## src/rtl/dw_mult_mx_pipe.sv

```systemverilog
// Pipelined partitionable multiplier: simplex, duplex or quad lanes.
// Bubble-collapsing valid/ready pipeline with mode tag alongside data.
module dw_mult_mx_pipe #(
  parameter int width    = 16,
  parameter int p1_width = 8,
  parameter int stages   = 3
) (
  input  logic                 clk,
  input  logic                 rst,
  input  logic                 in_valid,
  output logic                 in_ready,
  input  logic [width-1:0]     a,
  input  logic [width-1:0]     b,
  input  logic                 tc,
  input  logic [1:0]           mode,
  output logic                 out_valid,
  input  logic                 out_ready,
  output logic [2*width-1:0]   product,
  output logic [1:0]           out_mode
);

  localparam int W = width;
  localparam int P = p1_width;
  localparam int H = width - p1_width;
  localparam int Q = width / 4;
  localparam int S = stages;

  logic [2*W-1:0] sa, sb, ps;
  logic [2*P-1:0] d0a, d0b, pd0;
  logic [2*H-1:0] d1a, d1b, pd1;
  logic [2*W-1:0] pq;
  logic [2*W-1:0] res;
  logic [1:0]     mode_n;

  assign sa  = {{W{tc & a[W-1]}}, a};
  assign sb  = {{W{tc & b[W-1]}}, b};
  assign ps  = sa * sb;

  assign d0a = {{P{tc & a[P-1]}}, a[P-1:0]};
  assign d0b = {{P{tc & b[P-1]}}, b[P-1:0]};
  assign pd0 = d0a * d0b;
  assign d1a = {{H{tc & a[W-1]}}, a[W-1:P]};
  assign d1b = {{H{tc & b[W-1]}}, b[W-1:P]};
  assign pd1 = d1a * d1b;

  for (genvar k = 0; k < 4; k++) begin : g_q
    logic [2*Q-1:0] xa, xb;
    assign xa = {{Q{tc & a[Q*k+Q-1]}}, a[Q*k +: Q]};
    assign xb = {{Q{tc & b[Q*k+Q-1]}}, b[Q*k +: Q]};
    assign pq[2*Q*k +: 2*Q] = xa * xb;
  end

  // Reserved mode 11 runs as simplex and is tagged as such.
  always_comb begin
    res    = ps;
    mode_n = 2'b00;
    unique case (1'b1)
      (mode == 2'b01): begin
        res    = {pd1, pd0};
        mode_n = 2'b01;
      end
      (mode == 2'b10): begin
        res    = pq;
        mode_n = 2'b10;
      end
      default: begin
        res    = ps;
        mode_n = 2'b00;
      end
    endcase
  end

  logic [S-1:0]   v_q;
  logic [2*W-1:0] p_q [S];
  logic [1:0]     m_q [S];
  logic [S-1:0]   ld;
  logic [S-1:0]   up_v;
  logic [2*W-1:0] up_p [S];
  logic [1:0]     up_m [S];

  always_comb begin : c_adv
    logic nxt;
    nxt = out_ready;
    ld  = '0;
    for (int k = S - 1; k >= 0; k--) begin
      ld[k] = !v_q[k] | nxt;
      nxt   = ld[k];
    end
  end

  assign in_ready = !rst & ld[0];

  for (genvar k = 0; k < S; k++) begin : g_up
    if (k == 0) begin : g_first
      assign up_v[0] = in_valid & in_ready;
      assign up_p[0] = res;
      assign up_m[0] = mode_n;
    end else begin : g_rest
      assign up_v[k] = v_q[k-1];
      assign up_p[k] = p_q[k-1];
      assign up_m[k] = m_q[k-1];
    end
  end

  // Data only moves with a valid token so the output holds after drain.
  always_ff @(posedge clk) begin
    if (rst) begin
      v_q <= '0;
      for (int k = 0; k < S; k++) begin
        p_q[k] <= '0;
        m_q[k] <= 2'b00;
      end
    end else begin
      for (int k = 0; k < S; k++) begin
        if (ld[k]) begin
          v_q[k] <= up_v[k];
          if (up_v[k]) begin
            p_q[k] <= up_p[k];
            m_q[k] <= up_m[k];
          end
        end
      end
    end
  end

  assign out_valid = v_q[S-1];
  assign product   = p_q[S-1];
  assign out_mode  = m_q[S-1];

endmodule
```

## config.mk

```make
export PLATFORM = sky130hd
export DESIGN_NAME = dw_mult_mx_pipe
export DESIGN_NICKNAME = d
export VERILOG_FILES = /design/src/rtl/dw_mult_mx_pipe.sv
export SDC_FILE = /design/constraint.sdc
export NUM_CORES = 1
export LEC_CHECK = 0
export CORE_ASPECT_RATIO = 1.1
export CORE_MARGIN = 2
export CORE_UTILIZATION = 65
export CTS_CLUSTER_DIAMETER = 30
export DETAILED_ROUTE_END_ITERATION = 8
export PLACE_DENSITY_LB_ADDON = 0.05
export SLEW_MARGIN = 20
export SYNTH_ARGS = -nofsm -noshare
export SYNTH_HDL_FRONTEND = slang
export SYNTH_SLANG_ARGS = --single-unit
```

## constraint.sdc

```tcl
create_clock -name clk -period 10.16 [get_ports clk]
set_clock_uncertainty 0.2 [all_clocks]
set_input_delay 1.524 -clock clk [delete_from_list [all_inputs] [get_ports clk]]
set_output_delay 1.524 -clock clk [all_outputs]
set_load 0.1 [all_outputs]
```

==> flow_metrics.py, run 1 <==
metrics = {
    "clocking": {
        "htreeDepth": 3,
        "post_cts_buffers": 0,
        "cts.clk_slew.worst_paths_ns": 0.07,
        "numClockSinks": 105,
        "cts_buffers": 9,
        "ctsHoldBuffers": 0,
        "cts_tree": "built",
        "ctsLongestPathBuffers": 2,
        "root_buffer": "clkbuf_16",
        "insertion_delay_ns": 0.34,
        "postCtsResizedCells": 0,
    },
    "critical_path": {
        "crit_chain": "clkdlybuf4s50_1 > and2_1 > nand2_1 > inv_1 > fa_1 > inv_1 > fa_1 > inv_1 > fa_1 > fa_1 > fa_1 > fa_1 > ha_1 > nand3_1 > nor2_1 > nand2_1 > a211oi_1 > o21ai_0 > xor2_1 > o22ai_1",
        "reg2reg_from": "v_q[0]",
        "r2r_slack_ns": 7.96,
        "path_class": "input port to flip-flop",
        "end_kind": "flip-flop",
        "critPathMaxFanout": 25,
        "slowest_delay_ns": 0.87,
        "crit_arrival_ns": 8.82,
        "slowest_stage": "fa_1",
        "worst_r2r_endpoint": "p_q[0][28]",
        "crit_top_cell": "fa_1",
        "crit_required_ns": 10.04,
        "start_kind": "input port",
        "reg2reg_depth": 7,
    },
    "die": {
        "design.die.area_um2": 33560,
        "boundaryPins": 75,
        "rows": 68,
        "die_h_um": 192.0,
        "core_um2": 31480,
        "start_util_pct": 66.31,
        "die_w_um": 174.9,
    },
    "yosys": {
        "synthDistinctLibCells": 67,
        "ys_ff_latch": 105,
        "syn_inst": 2115,
        "async_flop_share_pct": 0,
        "synthMuxAreaShare_pct": 0.1678,
        "synth-simple-area-share_pct": 12.19,
        "yosys.area_share.adder_pct": 50.35,
        "synth_compound_area_share_pct": 6.072,
        "ys_seq_area_share_pct": 14.96,
        "synthDominantCellAreaShare_pct": 38.84,
        "syn_nets": 2751,
        "avgSynthCellArea_um2": 9.869,
        "synthesis.yosys.warnings": 0,
        "synthFlopType": "edfxtp_1",
        "netlist_top_cells_area": "fa_1 39%, edfxtp_1 15%, ha_1 12%",
        "synthXorXnorAreaFrac_pct": 4.052,
        "synth_largest_area_cell": "fa_1",
        "synth_edf_count": 102,
        "synth_area_um2": 20870,
        "synth_top_family_by_area": "adder cells",
    },
    "drt": {
        "dr.pass1.iters": 5,
        "drt_iter0_markers": 877,
        "num_vias": 13960,
        "drc": 0,
        "wl_per_cell_um": 18.38,
        "ant_nets": 0,
        "viasPerCell": 5.512,
        "drt_wl_total_mm": 46.55,
    },
    "min_path": {
        "holdPathStages": 1,
        "hold_end": "p_q[0][67]",
        "hold_class": "flip-flop to flip-flop",
        "min_from": "p_q[0][35]",
    },
    "sta": {
        "max_freq_mhz": 111.9,
        "period_share_pct": 87.97,
        "setup_viol": 0,
        "timing_hold_violations_final": 0,
        "maxSlewViolCount": 0,
        "fin_crit_ns": 8.937,
        "relSlewSlack_pct": 30.21,
        "tightest_slew_ns": 1.044,
        "fin_setup_tns_ns": 0,
        "rsz0062_at_grt": "false",
    },
    "place": {
        "io_buffers": 74,
        "hpwlAfterDp_mm": 38.35,
        "gp_congestion": 0.9585,
    },
    "grt": {
        "grt.total_usage_pct": 29.92,
        "antenna_found_initial": 1,
        "overflow": 0,
        "grt_max_degree": 75,
        "grt_pass1_vias": 15070,
        "grt_pass1_wl_mm": 77.90,
    },
    "status": {
        "status": "finished clean",
    },
    "job": {
        "max_cap_violations": 0,
    },
    "final_layout": {
        "area_growth_pct": 5.377,
        "nNetsFinal": 2743,
        "drive_gt1_share_pct": 2.936,
        "antennaDiodeCount": 0,
        "finish.utilization_pct": 69.87,
    },
}
-- worst max path at each step --
stage,start,endpoint,slack (ns),cells after the start
global route,a[15],p_q[0][30],0.99,20
global placement,a[15],p_q[0][30],1.14,20
floorplan,tc,p_q[0][28],2.65,24
CTS,a[15],p_q[0][30],1.32,20
detailed placement,a[15],p_q[0][30],0.96,20
finish,a[15],p_q[0][30],1.22,20
-- area by class of cell --
type / instances / area (µm²)
multi-input combinational: 1371 / 15220
fill: 2460 / 9484
sequential: 105 / 3123
inverter: 530 / 1989
timing repair buffer: 90 / 860.8
tap: 420 / 525.5
clock buffer: 12 / 246.5
clock inverter: 4 / 27.53
-- flip-flops by register name, indices dropped and copies added, names as in the netlist --
register,flops
p_q,96
m_q,6
v_q,3
-- routing by layer --
layer  vias to the layer above  part of all wire (%)  global-route usage (%)
met5                         -                 0.028                       0
met4                         2                   2.7                   8.205
met3                        96                   7.7                   4.949
met2                       531                    47                   49.83
met1                      6965                    42                   41.12
li1                       6362                     -                       -
-- through the flow --
stage | instances | hold WS (ns) | setup WS (ns) | area [µm²]
CTS | 2532 | 0.3135 | 1.317 | 22000
global placement | 2516 | 0.2998 | 1.142 | 21720
finish | 2532 | 0.3152 | 1.223 | 22000
global route | 2532 | 0.3300 | 0.9918 | 22000
detailed placement | 2516 | 0.3014 | 0.9621 | 21720
floorplan | 2115 | 0.2952 | 2.647 | 20870
-- cell usage in the layout (no fill, tap or decap), types with 5 or more instances in the layout --
cell,synthesis,routed
nor3_1,7,7
nand2_1,168,168
a22oi_1,9,9
a221oi_1,18,18
o21ai_1,6,6
a21o_1,24,24
fa_1,405,405
nand3_1,5,5
and2_1,194,194
xnor2_1,64,64
o21a_1,8,8
clkdlybuf4s50_1,0,74
a21oi_1,54,54
a211oi_1,19,19
ha_1,192,191
nor2b_1,5,5
or2_2,16,16
edfxtp_1,102,102
nor2_1,52,51
clkbuf_16,0,9
o21ai_0,16,16
nand2b_1,12,12
xor2_1,23,23
inv_1,530,530
buf_4,34,16
and3_1,22,22
-- cells in the mapped netlist, types with 19 or more instances --
| master | instances |
|---|---|
| buf_4 | 34 |
| nor2_1 | 52 |
| edfxtp_1 | 102 |
| and3_1 | 22 |
| xnor2_1 | 64 |
| xor2_1 | 23 |
| inv_1 | 530 |
| nand2_1 | 168 |
| clkbuf_1 | 70 |
| fa_1 | 405 |
| ha_1 | 192 |
| a21o_1 | 24 |
| a21oi_1 | 54 |
| and2_1 | 194 |
| a211oi_1 | 19 |
-- cells by family after synthesis --
kind of cell    Yosys count
compound gates          186
flops                   105
fa+ha+maj               597
mux                       3
xor+xnor                 91
simple gates            494
buf+inv                 639
-- critical path, delay by kind of cell --
| family | cells | cell delay [ns] |
|---|---|---|
| buffers and inverters | 4 | 1.28 |
| XOR/XNOR | 1 | 0.22 |
| adder cells (fa/ha/maj) | 7 | 3.80 |
| AND/OR/NAND/NOR | 5 | 1.04 |
| AO/OA/AOI/OAI | 3 | 0.94 |
Power of run 1 is not shown: default switching activity piles up to over one toggle a cycle in this logic, so the estimate is an artifact.
==> run 2, diff against run 1 <==
CAP_MARGIN = 5   (was default)
CTS_CLUSTER_SIZE = 25   (was default)
==> results of run 2 <==
Same layout as run 1: the final DEF is identical, and so are final timing and power.
Power of run 2 is left out for the same reason.
==> run 3, diff against run 2 <==
CTS_CLUSTER_DIAMETER = default   (was 30)
TNS_END_PERCENT = 5   (was default)
clock period = 9.72 ns   (was 10.16 ns; I/O delays follow)
==> flow_metrics.py, run 3 (synthesis gave the netlist of run 1 again) <==
metrics = {
    "status": {
        "status": "finished clean",
    },
    "critical_path": {
        "crit_arrival_ns": 8.23,
        "reg2reg_depth": 5,
        "endpoint": "p_q[0][31]",
        "end_kind": "flip-flop",
        "worst_r2r_endpoint": "p_q[0][15]",
        "start_kind": "input port",
        "crit_required_ns": 9.59,
        "reg2reg_from": "v_q[0]",
        "path_class": "input port to flip-flop",
        "r2r_slack_ns": 7.52,
        "crit_start": "a[9]",
        "critPathMaxFanout": 18,
    },
    "place": {
        "gp_congestion": 0.9022,
        "place_inst": 2518,
        "io_buffers": 74,
        "hpwlAfterDp_mm": 37.47,
    },
    "grt": {
        "overflow": 0,
        "grt.total_usage_pct": 29.53,
        "grt_pass1_vias": 15290,
        "grt_max_degree": 67,
        "antenna_found_initial": 0,
        "grt_pass1_wl_mm": 77.11,
    },
    "die": {
        "boundaryPins": 75,
        "start_util_pct": 66.31,
        "die_h_um": 192.0,
        "design.die.area_um2": 33560,
        "rows": 68,
        "core_um2": 31480,
        "die_w_um": 174.9,
    },
    "clocking": {
        "cts_tree": "built",
        "insertion_delay_ns": 0.34,
        "ctsHoldBuffers": 0,
        "cts.clk_slew.worst_paths_ns": 0.07,
        "htreeDepth": 3,
        "numClockSinks": 105,
        "root_buffer": "clkbuf_16",
        "postCtsResizedCells": 0,
        "cts_buffers": 9,
        "ctsLongestPathBuffers": 2,
        "post_cts_buffers": 0,
    },
    "sta": {
        "relSlewSlack_pct": 27.52,
        "timing_hold_violations_final": 0,
        "max_freq_mhz": 119.6,
        "rsz0062_at_grt": "false",
        "fin_setup_tns_ns": 0,
        "setup_viol": 0,
        "maxSlewViolCount": 0,
        "tightest_slew_ns": 1.084,
        "fin_crit_ns": 8.359,
        "period_share_pct": 85.99,
    },
    "final_layout": {
        "antennaDiodeCount": 0,
        "area_growth_pct": 5.394,
        "largest-register": "p_q",
        "stdcell_count": 2534,
        "largest_register_ffs": 96,
        "reg_top3": "p_q (96), m_q (6), v_q (3)",
        "drive_gt1_share_pct": 2.933,
        "nNetsFinal": 2745,
        "finish.utilization_pct": 69.88,
        "final_common_cell": "inv_1",
        "layout_common_cells": "530 x inv_1, 405 x fa_1, 194 x and2_1",
    },
    "min_path": {
        "hold_class": "flip-flop to flip-flop",
        "min_from": "p_q[0][20]",
        "holdPathStages": 1,
    },
    "drt": {
        "viasPerCell": 5.477,
        "drt_iter0_markers": 883,
        "drc": 0,
        "ant_nets": 0,
        "num_vias": 13880,
        "drt_wl_total_mm": 45.65,
        "wl_per_cell_um": 18.02,
        "dr.pass1.iters": 5,
    },
    "job": {
        "max_cap_violations": 0,
    },
}
## run 3: worst max-delay path: stages
cell	delay [ns]
clkdlybuf4s50_1	1.17
nand2_1	0.20
fa_1	0.58
inv_1	0.05
fa_1	0.47
inv_1	0.05
fa_1	0.50
inv_1	0.06
fa_1	0.49
fa_1	0.50
inv_1	0.05
fa_1	0.48
inv_1	0.04
ha_1	0.39
nand4_1	0.18
a211oi_2	0.18
a22oi_1	0.13
o31ai_2	0.51
a41oi_2	0.25
nor2_1	0.17
mux2i_1	0.23
nor3_2	0.05
## run 3: worst min path at each step
| stage | slack, ns | end |
|---|---|---|
| after global routing | 0.32 | p_q[0][52] |
| after floorplan | 0.30 | v_q[1] |
| after CTS | 0.31 | p_q[0][52] |
| after detailed placement | 0.30 | p_q[0][32] |
| after global placement | 0.30 | m_q[0][2] |
| final | 0.31 | p_q[0][52] |
## run 3: per-layer routing
layer / wire (µm) / GRT usage [%] / up-vias
met5: 0 / 0 / -
met4: 1164 / 7.628 / 0
met3: 3334 / 4.988 / 93
met2: 21670 / 49.36 / 486
met1: 19480 / 40.54 / 6932
li1: - / - / 6367
## run 3: through the flow
| stage | setup WS, ns | cell area [µm²] | hold slack (ns) |
|---|---|---|---|
| after CTS | 1.408 | 22000 | 0.3139 |
| after detailed placement | 1.068 | 21740 | 0.3022 |
| after global placement | 1.202 | 21740 | 0.2989 |
| after floorplan | 2.273 | 20870 | 0.2952 |
| final | 1.361 | 22000 | 0.3132 |
| after global routing | 0.9973 | 22000 | 0.3225 |
## run 3: cell type report
class,count,area [µm²]
fillers,2478,9480
clock inverters,6,33.78
well taps,420,525.5
repair buffers,92,875.8
flip-flops and latches,105,3123
clock buffers,10,229.0
multi-input cells,1371,15220
inverters,530,1989
Power of run 3 is left out for the same reason.
